[config.mk]
export PLATFORM = sky130hd
export DESIGN_NAME = toggle_req_debouncer
export DESIGN_NICKNAME = d
export VERILOG_FILES = /design/src/rtl/toggle_req_debouncer.sv
export SDC_FILE = /design/constraint.sdc
export NUM_CORES = 1
export LEC_CHECK = 0
export CAP_MARGIN = 20
export CORE_AREA = 2 2 39 41
export CTS_CLUSTER_DIAMETER = 120
export DETAILED_ROUTE_END_ITERATION = 6
export DIE_AREA = 0 0 41 43
export GPL_TIMING_DRIVEN = 0
export HOLD_SLACK_MARGIN = 0.02
export PLACE_DENSITY = 0.58
export RECOVER_POWER = 50
export SKIP_CTS_REPAIR_TIMING = 1
export SLEW_MARGIN = 20
export SYNTH_ARGS = -nofsm -noshare
export SYNTH_HDL_FRONTEND = slang
export SYNTH_SLANG_ARGS = --single-unit
[constraint.sdc]
create_clock -name clk -period 2.4 [get_ports clk]
set_clock_uncertainty 0.05 [all_clocks]
set_input_delay 0.24 -clock clk [delete_from_list [all_inputs] [get_ports clk]]
set_output_delay 0.24 -clock clk [all_outputs]
set_load 0.005 [all_outputs]
[src/rtl/toggle_req_debouncer.sv]
// Push-button front end: 2-flop synchroniser, stability counter and a 4-state
// qualifier that emits one t_pulse per confirmed press for the downstream T-FF.
module toggle_req_debouncer #(
  parameter int DEBOUNCE_CYCLES = 4,
  parameter int CNT_W           = 3
) (
  input  logic clk,
  input  logic reset,
  input  logic btn,
  input  logic en,
  output logic t_pulse,
  output logic btn_stable,
  output logic busy
);

  typedef enum logic [1:0] {
    ST_LOW   = 2'd0,
    CHK_HIGH = 2'd1,
    ST_HIGH  = 2'd2,
    CHK_LOW  = 2'd3
  } state_e;

  localparam logic [CNT_W-1:0] CNT_LAST = CNT_W'(DEBOUNCE_CYCLES - 1);
  localparam logic [CNT_W-1:0] CNT_ONE  = CNT_W'(1);
  localparam logic [CNT_W-1:0] CNT_ZERO = CNT_W'(0);

  logic             sync1_q, sync1_d;
  logic             sync2_q, sync2_d;
  state_e           state_q, state_d;
  logic [CNT_W-1:0] cnt_q, cnt_d;
  logic             t_pulse_q, t_pulse_d;
  logic             stable_q, stable_d;
  logic             busy_q, busy_d;

  // Next-state and next-output logic of the synchroniser and qualifier.
  always_comb begin
    sync1_d   = btn;
    sync2_d   = sync1_q;
    state_d   = state_q;
    cnt_d     = cnt_q;
    stable_d  = stable_q;
    t_pulse_d = 1'b0;
    case (state_q)
      ST_LOW: begin
        if (sync2_q) begin
          state_d = CHK_HIGH;
          cnt_d   = CNT_ONE;
        end else begin
          cnt_d   = CNT_ZERO;
        end
      end
      CHK_HIGH: begin
        if (!sync2_q) begin
          state_d = ST_LOW;
          cnt_d   = CNT_ZERO;
        end else if (cnt_q == CNT_LAST) begin
          state_d   = ST_HIGH;
          cnt_d     = CNT_ZERO;
          stable_d  = 1'b1;
          t_pulse_d = en;
        end else begin
          cnt_d = cnt_q + CNT_ONE;
        end
      end
      ST_HIGH: begin
        if (!sync2_q) begin
          state_d = CHK_LOW;
          cnt_d   = CNT_ONE;
        end else begin
          cnt_d   = CNT_ZERO;
        end
      end
      CHK_LOW: begin
        // A release is only qualified, never pulsed.
        if (sync2_q) begin
          state_d = ST_HIGH;
          cnt_d   = CNT_ZERO;
        end else if (cnt_q == CNT_LAST) begin
          state_d  = ST_LOW;
          cnt_d    = CNT_ZERO;
          stable_d = 1'b0;
        end else begin
          cnt_d = cnt_q + CNT_ONE;
        end
      end
      default: begin
        state_d  = ST_LOW;
        cnt_d    = CNT_ZERO;
        stable_d = 1'b0;
      end
    endcase
    busy_d = (state_d == CHK_HIGH) || (state_d == CHK_LOW);
  end

  // State and registered outputs; reset abandons any qualification in flight.
  always_ff @(posedge clk or negedge reset) begin
    if (!reset) begin
      sync1_q   <= 1'b0;
      sync2_q   <= 1'b0;
      state_q   <= ST_LOW;
      cnt_q     <= CNT_ZERO;
      t_pulse_q <= 1'b0;
      stable_q  <= 1'b0;
      busy_q    <= 1'b0;
    end else begin
      sync1_q   <= sync1_d;
      sync2_q   <= sync2_d;
      state_q   <= state_d;
      cnt_q     <= cnt_d;
      t_pulse_q <= t_pulse_d;
      stable_q  <= stable_d;
      busy_q    <= busy_d;
    end
  end

  assign t_pulse    = t_pulse_q;
  assign btn_stable = stable_q;
  assign busy       = busy_q;

endmodule
Yosys cells after proc, flatten, opt, wreduce, memory -nomap -nowiden
Index checks and enable logic that the tools add are counted.
Widths: inputs -> output; s select.
Word-level totals
  flip-flop bits (word level): 10
  input bits: 4
  output and inout port bits: 3
  logic and storage cells: 43
Operators by class
  add/subtract/negate cells: 1
  eq/ne operators: 10
  multiplexer cells: 21
  reductions and logical operators: 4
Operator list (number)
  $mux 2: 6
  $pmux 3 s4: 1
  $mux 1: 9
  $mux 3: 3
  $ne 2x2->1 const B: 4
  $pmux 2 s4: 1
  $eq 2x2->1 const B: 3
  $reduce_and 5->1: 1
  $eq 2x1->1 const B: 2
  $add 3x1->3 const B: 1
  $eq 3x2->1 const B: 1
  $logic_not 2->1: 1
  $pmux 1 s2: 1
  $reduce_bool 2->1: 1
  $logic_or 1x1->1: 1

Longest topological paths before layout
  word-level depth: 6
  mapped depth: 4
  gate-level depth less buffers: 4

Least setup slack after synthesis
OpenSTA, ideal clock, no wires.
  kind: register to register
  from: reg cnt_q[0]
  to: reg state_q[1]
  setup time: 0.125 ns
  arrival time: 1.039 ns
  data required time: 2.225 ns
  path slack: 1.186 ns
  stages on the path, launching flop included: 4
  path buffers: 0
  clock period less this slack: 1.214 ns
  cells stage by stage: dfrtp_1 -> ha_1 -> nand3b_1 -> mux2_2
On the way
  word-level cells in the longest chain between the ends: 4
  elaborated cells between the ends (all ways): 6
  classes of those cells: 1 x eq/ne; 5 x mux
Ends and longest elaborated chain
  start: declaration: line 30  | logic [CNT_W-1:0] cnt_q, cnt_d;
  start signal: assignment: line 109  | cnt_q <= cnt_d;
  $eq 3x2->1 (*): line 56, 78
  $mux 2 (on tied branches): line 78, 56
  $mux 2 (on tied branches): line 75, 53
  $pmux 2 s4 (*): line 43  | case (state_q)
  via state_d[1]: line 29  | state_e state_q, state_d;
  end signal: assignment: line 108  | state_q <= state_d;
  end: declaration: line 29
Mark *: on every way through the listed nets, which the timed path passes. The rest lies on a longest branch.
A chain may end at the register's enable or synchronous reset.

Worst setup path after layout
  from: reg stable_q, in the netlist btn_stable
  to: out btn_stable
RTL lines
  start: declaration: line 32  | logic stable_q, stable_d;
  start signal: assignment: line 111  | stable_q <= stable_d;
  end: declaration: line 12  | output logic btn_stable,
No word-level cell between the ends.

==> results by group <==
GRT
  • Number of global-route vias before repair: 252
  • First-pass GRT wire length: 1060 um
  • Overflow after GRT: 0
  • Met2 usage: 0.122
  • Number of antenna violations at the first check in global routing: 0
  • Met3 usage: 0.0157
  • Met1 GRT Util: 0.126
  • Gr usage total: 0.0930
  • Most Crowded Layer GR: met1
  • Pin count of the biggest net entering global routing: 11

Clock network
  • H-tree levels: 1
  • CTS root buf: clkbuf_4
  • Clock Latency Late Sink: 250 ps
  • CTS Buffer Depth: 2
  • CTS Buf Count: 3
  • CTS sink count: 10
  • CTS tree: done
  • Clock slew at reported path FFs: 60 ps

Floorplan
  • I/O pin cnt: 7
  • Std cell rows: 14
  • Chip height: 43 um
  • Total die area: 0.00176 mm^2
  • Initial core utilization: 0.270
  • Core Box Area: 0.00138 mm^2
  • Die Width: 41 um

Detailed routing
  • Wire per inst: 10.7 um
  • Detailed Routing Iterations Pass 1: 2
  • Initial drt markers: 2
  • Drc violations: 0
  • Routed Wire Length: 568 um
  • Via Count: 241
  • Remaining antenna violation count: 0
  • Routed vias/inst: 4.55

Critical path
  • Crit path buffers/inverters: 1
  • Startpoint types: register
  • Crit-path slowest cell: clkdlybuf4s50_1
  • R2R depth: 3
  • WS Path Type: reg2out
  • Worst Path Arrival: 1140 ps
  • Worst Setup End Kind: output pin
  • Critical Path, Cell by Cell: clkdlybuf4s50_1
  • Data required time at the worst endpoint: 2110 ps
  • Critical-path maximum fanout: 3
  • CP peak stage delay: 520 ps
  • Instance count on the critical path: 1
  • Cell family with most CP delay: buffers and inverters

STA
  • RSZ-0062 raised after global routing: false
  • Worst slew pin tran: 436 ps
  • Final TNS setup: 0 ps
  • Final hold violation count: 0
  • Final setup fails: 0
  • Worst slew margin: 0.708
  • Tcrit/Tclk final: 0.597
  • Fmax: 698 MHz
  • Min Tclk post-route: 1430 ps
  • Slew Limit Fails: 0
  • Setup slack after layout: 968 ps
  • Hold Slack: 312 ps

Logic synthesis
  • Syn Inst Count: 28
  • #FFs+latches synth: 10
  • Synth warn: 0
  • Sequential share of the synthesized area: 0.669
  • Synthesized area: 374 um^2
  • Post-Synthesis Net Count: 33
  • Synth Area per Inst: 13.4 um^2
  • Synth cell types: 15
  • Area contributors post-synth: dfrtp_1 67%, and2_2 6.0%, nor3b_1 4.0%, ha_1 3.3%, mux2_2 3.0%
  • Top cell type by total area after synthesis: dfrtp_1
  • Share of the synthesized area in the top cell type: 0.669

Layout
  • Share of cells above drive strength 1: 0.189
  • Layout area overhead: 27.4%
  • Most frequent cells in the layout: 10 x dfrtp_1, 4 x clkdlybuf4s50_1, 3 x and2_2, 3 x clkbuf_4
  • Fin cells: 53
  • Post-layout util: 0.344
  • Commonest non-fill, non-tap cell in the layout: dfrtp_1
  • Final instance area: 477 um^2
  • Ant diodes: 0
  • Nets: 44

Placement
  • Placed Cells: 50
  • Post-place setup slack: 1120 ps
  • Port bufs: 6
  • Placed cell areas: 454 um^2
  • Post-DP HPWL: 440 um
  • GP Congestion: 0.707

Pwr
  • Power Total: 476 uW
  • Clk pwr share: 0.222
  • Sw Pwr: 131 uW
  • Peak supply drop: 420 uV
  • Leakage: 0.218 nW
  • PD cells: 998 mW/mm^2
  • Share of total power in sequential cells: 0.520
  • Design internal power: 344 uW
  • Sw Share: 0.276
  • Logic pwr share: 0.258

Hold path
  • Worst Hold Class: in2async

Outcome
  • Status: finished clean

Flow run
  • Max-cap viol count: 0
## cells in the mapped netlist
master    count
ha_1          1
nor3b_1       2
dfrtp_1      10
o21ai_0       1
mux2_2        1
a31oi_1       1
xor2_1        1
nor3_1        1
nor2b_1       1
nand3b_1      1
nand2_1       2
and2_2        3
inv_1         1
o22a_1        1
nor2_1        1
## kinds of logic after synthesis
kind of cell,after synthesis,share of synthesized area
AOI/OAI and AO/OA,3,0.0535
xor gates and xnor gates,1,0.0234
adders and majority gates,1,0.0334
buffers and inverters,1,0.0100
DFF,10,0.669
muxes,1,0.0301
and+or+nand+nor,11,0.181
## worst paths after layout
| kind | start | end | slack [ps] |
|---|---|---|---|
| worst min-delay path | reset | cnt_q[0] | 310 |
| worst max register to register | cnt_q[0] | state_q[1] | 1100 |
| min in group clk | sync1_q | sync2_q | 320 |
| worst max-delay path | btn_stable | btn_stable | 970 |
| max in group asynchronous | reset | state_q[1] | 1690 |
| worst min register to register | sync1_q | sync2_q | 320 |
## flip-flops by register name (all words and copies together) (netlist names)
| register | count |
|---|---|
| cnt_q | 3 |
| state_q | 2 |
| btn_stable | 1 |
| busy | 1 |
| sync1_q | 1 |
| sync2_q | 1 |
| t_pulse | 1 |
## power groups by stage
stage	clock, mW	sequential [mW]	combinational [mW]
after floorplan	0	0.243	0.0762
after global placement	0	0.246	0.116
after detailed placement	0	0.248	0.124
after CTS	0.111	0.245	0.122
after global routing	0.119	0.255	0.140
final	0.106	0.248	0.123
## layer usage
layer  vias to the layer above  part of all wire
li1                        112                 -
met1                       120              0.44
met2                         7              0.49
met3                         2             0.039
met4                         0             0.030
met5                         -                 0
## final cells by class
type	instances	area, um^2
well taps	16	20.0
clock buffers	3	22.5
repair buffers	6	60.1
inverters	1	3.75
multi-input cells	17	120
fillers	132	907
flip-flops and latches	10	250
Power figures use the tool's default switching activity.
